### src/rtl/seq_detector_scheduler.sv
// seq_detector_scheduler: round-robin sharing of one P0,P1,P2 Moore recognizer between requesters A and B
module seq_detector_scheduler #(
  parameter logic [1:0] P0 = 2'b11,
  parameter logic [1:0] P1 = 2'b01,
  parameter logic [1:0] P2 = 2'b10,
  parameter int MAX_BURST = 8
) (
  input  logic       clock,
  input  logic       reset,
  input  logic       req_a,
  input  logic [1:0] x_a,
  input  logic       req_b,
  input  logic [1:0] x_b,
  output logic       gnt_a,
  output logic       gnt_b,
  output logic       z,
  output logic       z_src
);
  typedef enum logic [1:0] {IDLE, GNT_A, GNT_B} st_t;
  typedef enum logic [1:0] {S0, S1, S2, S3} rec_t;
  localparam logic [7:0] MAX = 8'(MAX_BURST);
  st_t state, state_n;
  rec_t rec, rec_n;
  logic [7:0] cnt, cnt_n;
  logic [1:0] x;
  logic last, sample, hit, entry;
  assign gnt_a = state == GNT_A;
  assign gnt_b = state == GNT_B;
  always_comb begin
    sample = (gnt_a && req_a) || (gnt_b && req_b);
    x = gnt_b ? x_b : x_a;
    cnt_n = (cnt == MAX) ? cnt : cnt + 8'd1;
    rec_n = !sample ? ((rec == S3) ? S0 : rec) :
            (rec == S1 && x == P1) ? S2 :
            (rec == S2 && x == P2) ? S3 :
            (x == P0) ? S1 : S0;
    hit = sample && rec_n == S3;
    state_n = state;
    case (state)
      IDLE:    state_n = (req_a && req_b) ? (last ? GNT_A : GNT_B) : req_a ? GNT_A : req_b ? GNT_B : IDLE;
      GNT_A:   state_n = !req_a ? IDLE : (cnt_n == MAX && req_b) ? GNT_B : GNT_A;
      GNT_B:   state_n = !req_b ? IDLE : (cnt_n == MAX && req_a) ? GNT_A : GNT_B;
      default: state_n = IDLE;
    endcase
    entry = state_n != state && state_n != IDLE;
  end
  // last: 1 means B was granted most recently, so A wins the first tie after reset
  always_ff @(posedge clock or posedge reset) begin
    if (reset) begin
      state <= IDLE;
      rec <= S0;
      cnt <= '0;
      last <= 1'b1;
      z <= 1'b0;
      z_src <= 1'b0;
    end else begin
      state <= state_n;
      z <= hit;
      if (hit) z_src <= gnt_b;
      if (entry) begin
        cnt <= '0;
        rec <= S0;
        last <= state_n == GNT_B;
      end else begin
        rec <= rec_n;
        if (sample) cnt <= cnt_n;
      end
    end
  end
endmodule

### config.mk
export PLATFORM = sky130hd
export DESIGN_NAME = seq_detector_scheduler
export DESIGN_NICKNAME = d
export VERILOG_FILES = /design/src/rtl/seq_detector_scheduler.sv
export SDC_FILE = /design/constraint.sdc
export NUM_CORES = 1
export LEC_CHECK = 0
export ABC_CLOCK_PERIOD_IN_PS = 4200
export CAP_MARGIN = 20
export CORE_MARGIN = 5
export CORE_UTILIZATION = 45
export DETAILED_ROUTE_END_ITERATION = 10
export GPL_ROUTABILITY_DRIVEN = 0
export PLACE_DENSITY = 0.63
export RECOVER_POWER = 25
export SLEW_MARGIN = 40
export SYNTH_ARGS = -nofsm -noshare
export SYNTH_HDL_FRONTEND = slang
export SYNTH_SLANG_ARGS = --single-unit
### constraint.sdc
create_clock -name clock -period 4.2 [get_ports clock]
set_input_delay 0.63 -clock clock [delete_from_list [all_inputs] [get_ports clock]]
set_output_delay 0.63 -clock clock [all_outputs]
set_load 0.03 [all_outputs]
==> results of run 1 <==
[sequential cells by signal, indices dropped and copies added (netlist names)]
register / count
cnt: 8
z_src: 1
z: 1
last: 1
rec: 2
state: 2
[power groups by stage]
stage	clock, mW	sequential [mW]	combinational [mW]
5_1_grt	0.0923	0.201	0.176
3_5_place_dp	0	0.200	0.158
2_1_floorplan	0	0.189	0.123
4_1_cts	0.0836	0.197	0.159
3_3_place_gp	0	0.198	0.154
6_report	0.0806	0.197	0.157
[path summary, 6_finish.rpt]
check | slack [ps] | depth (start not counted) | from | to
setup / recovery | 1480 | 2 | state[1]$_DFF_PP0_ | gnt_b
hold / removal | 500 | 1 | z_src$_DFFE_PP0P_ | z_src$_DFFE_PP0P_
setup reg to reg | 1860 | 6 | cnt[1]$_DFFE_PP0P_ | state[1]$_DFF_PP0_
hold reg to reg | 500 | 1 | z_src$_DFFE_PP0P_ | z_src$_DFFE_PP0P_
max in group asynchronous | 2980 | 2 | reset | last$_DFFE_PP1P_
min in group asynchronous | 830 | 2 | reset | z$_DFF_PP0_
[cell usage after synthesis (all sizes together), types with 3 or more instances]
| library cell | number | share of area |
|---|---|---|
| nand4 | 3 | 0.018 |
| dfrtp | 14 | 0.33 |
| mux2i | 4 | 0.038 |
| or4 | 3 | 0.025 |
| nand2 | 7 | 0.025 |
| nor4 | 6 | 0.069 |
| and3 | 4 | 0.025 |
| nor2 | 9 | 0.032 |
| nor3 | 11 | 0.052 |
| nand3 | 4 | 0.024 |
| xor2 | 3 | 0.025 |
| xnor2 | 6 | 0.049 |
| o21ai | 4 | 0.019 |
| nor2b | 4 | 0.024 |
| inv | 9 | 0.032 |
| a21oi | 3 | 0.014 |
[final cells by class]
| cell class | instances | area, um^2 | share of cell area |
|---|---|---|---|
| multi-input combinational | 89 | 639 | 0.523 |
| sequential | 15 | 377 | 0.308 |
| timing repair buffer | 11 | 110 | 0.0901 |
| tap | 28 | 35.0 | 0.0287 |
| inverter | 9 | 33.8 | 0.0276 |
| clock buffer | 3 | 22.5 | 0.0184 |
| clock inverter | 1 | 5.00 | 0.00409 |
[routing by layer]
metal / share of wire / GRT usage
met3: 0.045 / 0.0329
met2: 0.44 / 0.225
met1: 0.49 / 0.192
met4: 0.026 / 0.0485
met5: 0 / 0
[through the flow]
step                hold WS, ps  area (um^2)  power [mW]
finish                      497         1220       0.434
floorplan                   513         1060       0.312
global route                523         1220       0.470
detailed placement          480         1190       0.357
global placement            468         1190       0.352
CTS                         501         1220       0.439
[cell families (layout without fill, tap and decap cells)]
| logic type | count (synthesis) | in the layout | synth area share |
|---|---|---|---|
| AND/OR/NAND/NOR | 52 | 52 | 0.298 |
| AO/OA/AOI/OAI | 21 | 21 | 0.158 |
| flip-flops | 15 | 15 | 0.355 |
| buffers and inverters | 12 | 24 | 0.0436 |
| XOR/XNOR | 9 | 9 | 0.0742 |
| multiplexers | 5 | 5 | 0.0483 |
| adder cells (fa/ha/maj) | 2 | 2 | 0.0236 |
==> metrics.md, run 1 <==
| Metric | Value |
|---|---|
| # resized after CTS | `0` |
| Max-slew violations | `0` |
| Most frequent cells in the layout | `dfrtp_1, nor3_1, clkdlybuf4s50_1, nor2_1, inv_1` |
| Die width | `58.6 um` |
| # diodes | `0` |
| Max Fanout on Critical Path | `10` |
| Share of power burned in registers | `0.453` |
| Reg clk slew, reported paths | `90 ps` |
| RSZ-0062 raised after global routing | `no` |
| Mapped Cells | `116` |
| Critical path buffers and inverters | `1` |
| Status | `finished clean` |
| Worst slack at placement | `1780 ps` |
| Hold-fix buffers at CTS | `0` |
| Share of cells above drive strength 1 | `0.117` |
| Switching Share | `0.387` |
| Clock power share | `0.186` |
| Ys flop type | `dfrtp_1` |
| Crit end category | `output pin` |
| TNS Setup | `0 ps` |
| Number of setup buffers added after CTS | `0` |
| GRT overflow | `0` |
| Crit path time final | `2720 ps` |
| Sequential share of the synthesized area | `0.355` |
| Max_cap viols | `0` |
| Pre-antenna DRT Iters | `4` |
| Worst-case clock buffer depth | `2` |
| FMAX | `368 MHz` |
| CORE AREA | `2230 um^2` |
| Die area | `3430 um^2` |
| Peak VDD IR | `0.230 mV` |
| Routed Antenna Nets | `0` |
| Fill count | `219` |
| Hpwl dp | `1660 um` |
| DRC Markers | `0` |
| Clock Sinks | `15` |
| Vias in the first global route | `891` |
| Worst rel slew slack | `0.493` |
| Post-layout nets | `139` |
| Initial antenna violation count | `0` |
| IO Port Bufs | `11` |
| Non-filler cells, final | `156` |
| Crit path arrival time | `2090 ps` |
| Root buf cell | `clkbuf_4` |
| Placed insts | `152` |
| Pleak | `0.481 nW` |
| Actual slew at the worst max-slew pin | `759 ps` |
| Layout area overhead | `15.1%` |
| Number of flops mapped to enable cells by yosys | `0` |
| IO Count | `12` |
| Family with the most delay on the worst path | `buffers and inverters` |
| Post-synth ARST share | `1.00` |
| Critical Path Start Type | `flip-flop` |
| Final worst path period share | `0.647` |
| Vias | `899` |
| CP max-delay cell | `clkdlybuf4s50_1` |
| Vias per cell | `5.76` |
| Number of DRC markers in iteration 0 | `40` |
| Clock Latency Late Sink | `280 ps` |
| Proportion of power drawn by combinational gates | `0.362` |
| PD cells | `355 nW/um^2` |
| Hold WC Path Type | `reg2reg` |
| GRT Util Overall | `0.143` |
| Routed len/inst | `14.3 um` |
| Synth warn | `0` |
| Synth Area per Inst | `9.16 um^2` |
| Commonest non-fill, non-tap cell in the layout | `dfrtp_1` |
| CTS tree | `yes` |
| First-pass GRT wire length | `3870 um` |
| Layout Utilization | `0.547` |
| Setup Skew | `7.24 ps` |
| Crit Path Class | `reg2out` |
| Setup WS post-layout | `1480 ps` |
| CTS Buf Count | `3` |
| Starting Density | `0.476` |
| Die height | `58.6 um` |
| Pint | `0.266 mW` |
| Switching power | `0.168 mW` |
| Detailed Route WL | `2230 um` |
| Worst-path cell chain | `nor2b_1 -> clkdlybuf4s50_1` |
| Synthesized Nets | `126` |
| Largest net degree at the start of global routing | `16` |
| FF+latch count, synth | `15` |
| Mapped cell area | `1060 um^2` |
| # H-tree levels | `1` |
| Endpoints failing setup | `0` |
| Worst path required time | `3570 ps` |
| Fin. Hold Viols | `0` |
| Count of cell types in the netlist | `40` |
| CP peak stage delay | `780 ps` |
| Std-Cell Rows | `17` |
No activity file was read; power rests on OpenSTA's default activity.
==> inputs of run 2 (changes only) <==
--- a/config.mk
+++ b/config.mk
@@ -5,7 +5,7 @@
 export SDC_FILE = /design/constraint.sdc
 export NUM_CORES = 1
 export LEC_CHECK = 0
-export ABC_CLOCK_PERIOD_IN_PS = 4200
+export ABC_CLOCK_PERIOD_IN_PS = 2800
 export CAP_MARGIN = 20
 export CORE_MARGIN = 5
 export CORE_UTILIZATION = 45
==> constraint.sdc (replaced) <==
create_clock -name clock -period 2.8 [get_ports clock]
set_input_delay 0.42 -clock clock [delete_from_list [all_inputs] [get_ports clock]]
set_output_delay 0.42 -clock clock [all_outputs]
set_load 0.03 [all_outputs]
==> run 2 against run 1 <==
Count of clock-buffer cells in the layout stayed put. Setup slack worse by 950 ps. First-iteration DRC count grew 10%. Power increased by 54%. Global-route usage is 0.14 points higher. Largest power group unchanged.
==> metrics.md, run 2 (synthesis results as in run 1) <==
| Metric | Value |
|---|---|
| Crit path arrival time | `2460 ps` |
| Status | `finished clean` |
| Critical Path Start Type | `flip-flop` |
| Root buf cell | `clkbuf_4` |
| Die height | `58.6 um` |
| IO Port Bufs | `11` |
| Most frequent cells in the layout | `dfrtp_1, nor3_1, clkdlybuf4s50_1, nor2_1, inv_1` |
| Reg clk slew, reported paths | `100 ps` |
| Crit Path Class | `reg2reg` |
| RSZ-0062 raised after global routing | `no` |
| Crit path time final | `2270 ps` |
| Hold depth | `1` |
| # resized after CTS | `0` |
| # H-tree levels | `1` |
| Routed len/inst | `14.4 um` |
| Number of DRC markers in iteration 0 | `44` |
| Max_cap viols | `0` |
| R2R setup slack | `530 ps` |
| GRT overflow | `0` |
| Worst path required time | `2990 ps` |
| Hold-fix buffers at CTS | `0` |
| # diodes | `0` |
| Top Registers | `cnt: 8 flops, rec: 2 flops, state: 2 flops` |
| Final worst path period share | `0.810` |
| Post-layout nets | `141` |
| PD cells | `542 nW/um^2` |
| Largest net degree at the start of global routing | `16` |
| Clock Sinks | `15` |
| Std-Cell Rows | `17` |
| DRC Markers | `0` |
| Worst-case clock buffer depth | `2` |
| Number of setup buffers added after CTS | `0` |
| Share of cells above drive strength 1 | `0.131` |
| Die width | `58.6 um` |
| CTS Buf Count | `3` |
| CTS tree | `yes` |
| Max Fanout on Critical Path | `7` |
| CP Launch Point | `cnt[1]$_DFFE_PP0P_` |
| Power, Total | `0.670 mW` |
| Hold WC Path Type | `reg2reg` |
| First-pass GRT wire length | `3820 um` |
| CORE AREA | `2230 um^2` |
| IO Count | `12` |
| Peak VDD IR | `0.388 mV` |
| Setup WS post-layout | `531 ps` |
| R2R cell count | `6` |
| Hold_sp | `z_src$_DFFE_PP0P_` |
| Largest reg by FF count | `cnt` |
| Worst rel slew slack | `0.517` |
| Starting Density | `0.476` |
| FMAX | `441 MHz` |
| GRT Util Overall | `0.144` |
| Actual slew at the worst max-slew pin | `705 ps` |
| Hold EP | `z_src$_DFFE_PP0P_` |
| Largest register FFs | `8` |
| Routed Antenna Nets | `0` |
| Worst r2r src | `cnt[1]$_DFFE_PP0P_` |
| Pleak | `0.491 nW` |
| Crit end category | `flip-flop` |
| Setup Skew | `2.75 ps` |
| Clock Latency Late Sink | `280 ps` |
| Die area | `3430 um^2` |
| Layout area overhead | `16.5%` |
| Hpwl dp | `1670 um` |
| Vias | `909` |
| FF-to-FF End | `state[1]$_DFF_PP0_` |
| Initial antenna violation count | `0` |
| Pre-antenna DRT Iters | `4` |
| Fill count | `227` |
| Max-slew violations | `0` |
| Vias in the first global route | `875` |
| Non-filler cells, final | `158` |
| Commonest non-fill, non-tap cell in the layout | `dfrtp_1` |
| Detailed Route WL | `2280 um` |
| Fin. Hold Viols | `0` |
| Placed insts | `154` |
| TNS Setup | `0 ps` |
| Worst slack at placement | `553 ps` |
| Vias per cell | `5.75` |
| Endpoints failing setup | `0` |
[run 2: cell types whose count changed in the layout (fill, tap and decap cells not counted)]
cell / delta
buf_4: +2
a21boi_0: +1
a21boi_1: -1
[run 2: cell type report]
class                   instances  area, um^2  area share
clock inverters                 1        5.00     0.00404
inverters                       9        33.8      0.0273
clock buffers                   3        22.5      0.0182
well taps                      28        35.0      0.0283
repair buffers                 13         125       0.101
flip-flops and latches         15         377       0.304
multi-input cells              89         639       0.517
[run 2: where the power goes]
group	total [mW]	internal [mW]	switching (mW)	leakage, nW
sequential	0.296	0.249	0.0463	0.202
combinational	0.249	0.104	0.144	0.271
clock	0.126	0.0530	0.0729	0.0177
[run 2: metrics by stage]
step                instance area, um^2  utilization  hold WS, ps
CTS                                1240        0.554          505
floorplan                          1060            -          321
global placement                   1210        0.542          468
finish                             1240        0.554          499
global route                       1240        0.554          539
detailed placement                 1210        0.542          485
[run 2: worst max path at each step]
| stage | end | slack [ps] |
|---|---|---|
| floorplan | z_src$_DFFE_PP0P_ | 730 |
| detailed placement | state[1]$_DFF_PP0_ | 550 |
| finish | state[1]$_DFF_PP0_ | 530 |
| global route | state[1]$_DFF_PP0_ | 370 |
| global placement | last$_DFFE_PP1P_ | 590 |
| CTS | state[1]$_DFF_PP0_ | 520 |
[run 2: critical path, stage by stage, from the launching register on]
cell and delay, ps:
dfrtp_1 470, ha_1 310, and3_1 200, nand3_1 110
xnor2_1 280, or4_4 540, a221oi_2 270
[run 2: layer usage]
| layer | routed length (um) | track usage |
|---|---|---|
| met5 | 0 | 0 |
| met4 | 26 | 0.0485 |
| met3 | 80 | 0.0307 |
| met2 | 983 | 0.228 |
| met1 | 1190 | 0.195 |
==> patch 1, RTL diff (settings of run 2) <==
Re-encode `st_t` (3 values) as one-hot, 3 bits wide.
--- a/src/rtl/seq_detector_scheduler.sv
+++ b/src/rtl/seq_detector_scheduler.sv
@@ -18,3 +18,3 @@
 );
-  typedef enum logic [1:0] {IDLE, GNT_A, GNT_B} st_t;
+  typedef enum logic [2:0] {IDLE = 3'b001, GNT_A = 3'b010, GNT_B = 3'b100} st_t;
   typedef enum logic [1:0] {S0, S1, S2, S3} rec_t;
Formal check against the unedited RTL: same outputs for any inputs over 10 cycles, from zero or initial values and one cycle with reset high; not proved beyond that.
==> patch 1 against run 2 <==
- synthesized cell count up 16%
- combinational power up 63%
- total power up 37%
- area after synthesis up 17%
- design area up 12%
- non-clock buffer count down 1
- sequential cell count up 1
- cell count up 8.9%
- global-route usage down 1.3 points
- wire length up 10%
- setup slack worse by 0.15 ns
- count of clock-buffer cells in the layout up 1
==> patch 1: results (changes against run 2) <==
Final layout
  • Diodes inserted: 0 (unchanged)
  • Biggest regs: cnt (8), state (3), rec (2)
  • Multi-input logic area: 773 um^2 (+21%)
  • Share of layout cells above drive strength 1: 12.1% (-1.0 points)
  • Layout fillers: 256 (+13%)

Global routing
  • Vias in the first global route: 946 (+8.1%)
  • Global-route wire length before repair: 4280 um (+12%)
  • Global-route usage over all layers: 13.1% (-1.3 points)
  • Largest net degree at the start of global routing: 17 (+1)

Worst setup path
  • Top delay family on crit path: buffers and inverters
  • R2R cell count: 7 (+1)
  • Crit-path max FO: 10 (+3)
  • Biggest cell delay along the critical path: 0.76 ns (+0.22 ns)

Yosys
  • Post-Synth XOR/XNOR Area: 4.93% (-2.5 points)
  • Mapped Nets: 145 (+15%)
  • Sequential area share after synthesis: 32.4% (-3.0 points)
  • Multiplexer share of the synthesized area: 3.32% (-1.5 points)
  • Post-synthesis compound-gate area fraction: 22.5% (+6.7 points)
  • Primary FF master, synth: dfrtp_1
  • Post-synth top cells: 14 x dfrtp_1, 13 x nand2_1, 8 x nor2_1, 8 x o21a_1, 7 x nand3_1
  • Netlist cell types: 48 (+20%)

Min path
  • Hold/Removal Path Class: reg2reg

Place
  • Post-DP Area: 1340 um^2 (+11%)
  • Worst slack, placed: 0.157 ns (-0.397 ns)

STA
  • Worst-Margin Slew: 0.650 ns (-0.0549 ns)

Outcome
  • Status: finished, final reports clean

Detailed routing
  • Via/cell ratio: 6.04 (+5.0%)
  • Initial DRC Count: 69 (+57%)
  • Avg WL per Cell: 14.6 um (+1.2%)

Pwr
  • Leakage: 0.551 nW (+12%)
  • Internal power: 542 uW (+33%)
## patch 1: routing by layer
metal  share of wire (%)  global-route usage [%]  vias to the layer above
met5                   0                       0                        -
met4                0.64                    4.77                        0
met3                 3.7                    2.16                        2
met2                  47                    21.0                       20
met1                  49                    17.6                      504
li1                    -                       -                      513
## patch 1: final timing paths
| kind | from | to | slack (ns) |
|---|---|---|---|
| setup / recovery | state[1] | gnt_a | 0.38 |
| hold / removal | z_src | z_src | 0.53 |
| setup reg to reg | cnt[0] | cnt[3] | 0.48 |
| hold reg to reg | z_src | z_src | 0.53 |
| max in group asynchronous | reset | cnt[1] | 1.75 |
| min in group asynchronous | reset | rec[1] | 0.65 |
## patch 1: cell type report
class,count,area share [%]
clock buffer,4,2.63
multi-input combinational,106,56.0
tap,31,2.81
sequential,16,29.2
inverter,3,0.816
timing repair buffer,12,8.52
## patch 1: kinds of logic (layout without fill, tap and decap cells)
kind of cell	count (synthesis)	in the layout
simple gates	58	58
mux	4	4
xor+xnor	7	7
buf+inv	13	19
fa+ha+maj	2	2
compound gates	35	35
flops	16	16
## patch 1: power groups by stage
stage / logic, mW / clock network (mW) / registers [mW]
3_5_place_dp: 0.404 / 0 / 0.363
5_1_grt: 0.449 / 0.173 / 0.371
2_1_floorplan: 0.388 / 0 / 0.301
3_3_place_gp: 0.401 / 0 / 0.360
6_report: 0.407 / 0.151 / 0.360
4_1_cts: 0.406 / 0.159 / 0.358
## patch 1: through the flow
step | std cells | hold slack, ns
2_1_floorplan | 135 | 0.332
6_report | 172 | 0.525
3_5_place_dp | 168 | 0.496
5_1_grt | 172 | 0.545
4_1_cts | 172 | 0.513
3_3_place_gp | 168 | 0.502
==> patch 2, RTL diff (config.mk and constraints of run 2) <==
Without the edit above. The parameter `MAX_BURST` goes from 8 to 4.
--- a/src/rtl/seq_detector_scheduler.sv
+++ b/src/rtl/seq_detector_scheduler.sv
@@ -5,3 +5,3 @@
   parameter logic [1:0] P2 = 2'b10,
-  parameter int MAX_BURST = 8
+  parameter int MAX_BURST = 4
 ) (
Behaviour: not the same (a bounded check fails within 10 cycles, from zero or initial values and one cycle with reset high).
==> patch 2 against run 2 <==
- combinational power grew 33%
- sequential cell count is the same
- total power grew 14%
- cell count grew 1.3%
- clock skew grew 0.0027 ns
- design area shrank 1.2%
- global-route usage grew 0.17 points
- wire length shrank 4.9%
- setup slack lost 0.20 ns
- non-clock buffer count shrank 1
- area after synthesis grew 2.6%
- largest power group is now combinational cells
==> patch 2: results (changes against run 2) <==
Detailed routing
  • Via/cell ratio: 5.66 (-1.6%)
  • Initial DRC Count: 14 (-68%)
  • Avg WL per Cell: 13.6 um (-6.1%)

Global routing
  • Vias in the first global route: 874 (-0.11%)
  • Global-route wire length before repair: 3910 um (+2.2%)
  • Global-route usage over all layers: 14.6% (+0.17 points)

Pwr
  • Max IR drop VDD: 0.444 mV (+14%)
  • Switching share of power: 40.0% (+0.68 points)
  • Final Total Pwr: 765 uW (+14%)
  • Leakage: 0.472 nW (-3.7%)

Place
  • HPWL after DPL: 1670 um (-0.44%)
  • Post-DP Area: 1200 um^2 (-1.1%)

Outcome
  • Status: finished, final reports clean

Worst setup path
  • Crit-path max FO: 11 (+4)
  • WP data arrival: 2.05 ns (-0.41 ns)

Yosys
  • Mapped Nets: 133 (+5.6%)
  • Post-synth top cells: 14 x dfrtp_1, 11 x nor2_1, 9 x inv_1, 8 x nand2_1
  • Sequential area share after synthesis: 34.6% (-0.90 points)
  • Synth top area cells: dfrtp_1 32%, mux2i_1 5.5%, xnor2_1 4.0%
  • Netlist cell types: 46 (+15%)

STA
  • Setup TNS: 0 ns (unchanged)
  • Slew headroom: 61.3% (+9.7 points)

Final layout
  • Share of layout cells above drive strength 1: 12.9% (-0.20 points)
  • Final #Nets: 143 (+1.4%)

Clock network
  • CTS Buf Count: 3 (unchanged)
-- patch 2: changes by cell type after synthesis, moves of 3 or more --
cell,before,now
nor3_1,11,6
a211oi_1,1,5
a31oi_1,1,4
nand3_1,3,6
nand4_1,3,0
xor2_1,3,0
-- patch 2: cell families (layout without fill, tap and decap cells) --
| kind of cell | after synthesis | after routing | share of synthesized area, % |
|---|---|---|---|
| fa+ha+maj | 2 | 2 | 2.30 |
| simple gates | 52 | 52 | 27.1 |
| mux | 9 | 9 | 8.95 |
| xor+xnor | 5 | 5 | 4.02 |
| compound gates | 24 | 24 | 15.7 |
| flops | 15 | 15 | 34.6 |
| buf+inv | 16 | 25 | 7.35 |
-- patch 2: metrics by stage --
step	instances	setup WS, ns
floorplan	123	0.605
global placement	156	0.505
detailed placement	156	0.485
CTS	160	0.319
global route	160	0.206
finish	160	0.327
-- patch 2: per-layer routing --
layer / share of wire [%] / track usage [%] / vias up
met4: 0.60 / 6.15 / 0
met3: 4.3 / 3.49 / 2
met1: 49 / 18.8 / 429
met2: 47 / 23.1 / 15
met5: 0 / 0 / -
li1: - / - / 460
-- patch 2: area by class of cell --
type / instances / area [um^2]
repair buffers: 12 / 118
multi-input cells: 92 / 633
flip-flops and latches: 15 / 377
clock buffers: 4 / 26.3
fillers: 237 / 1030
well taps: 28 / 35.0
inverters: 9 / 33.8
-- patch 2: worst max-delay path, cell delays in order (launching register included) --
cell and delay (ns):
dfrtp_1 0.56, nor2b_1 0.46, clkdlybuf4s50_1 0.76
-- patch 2: path summary, 6_finish.rpt --
| path | cells after the start | start | slack (ns) | to |
|---|---|---|---|---|
| max | 2 | state[1] | 0.33 | gnt_b |
| min | 1 | z_src | 0.54 | z_src |
| max reg2reg | 7 | cnt[0] | 0.47 | state[1] |
| min reg2reg | 1 | z_src | 0.54 | z_src |
| max in group asynchronous | 2 | reset | 1.79 | last |
| min in group asynchronous | 2 | reset | 0.63 | cnt[6] |
-- patch 2: power groups by stage --
stage | combinational, mW | clock, mW | sequential (mW)
final | 0.330 | 0.122 | 0.313
after global placement | 0.327 | 0 | 0.314
after global routing | 0.371 | 0.139 | 0.322
after detailed placement | 0.330 | 0 | 0.316
after floorplan | 0.268 | 0 | 0.294
after CTS | 0.332 | 0.128 | 0.312
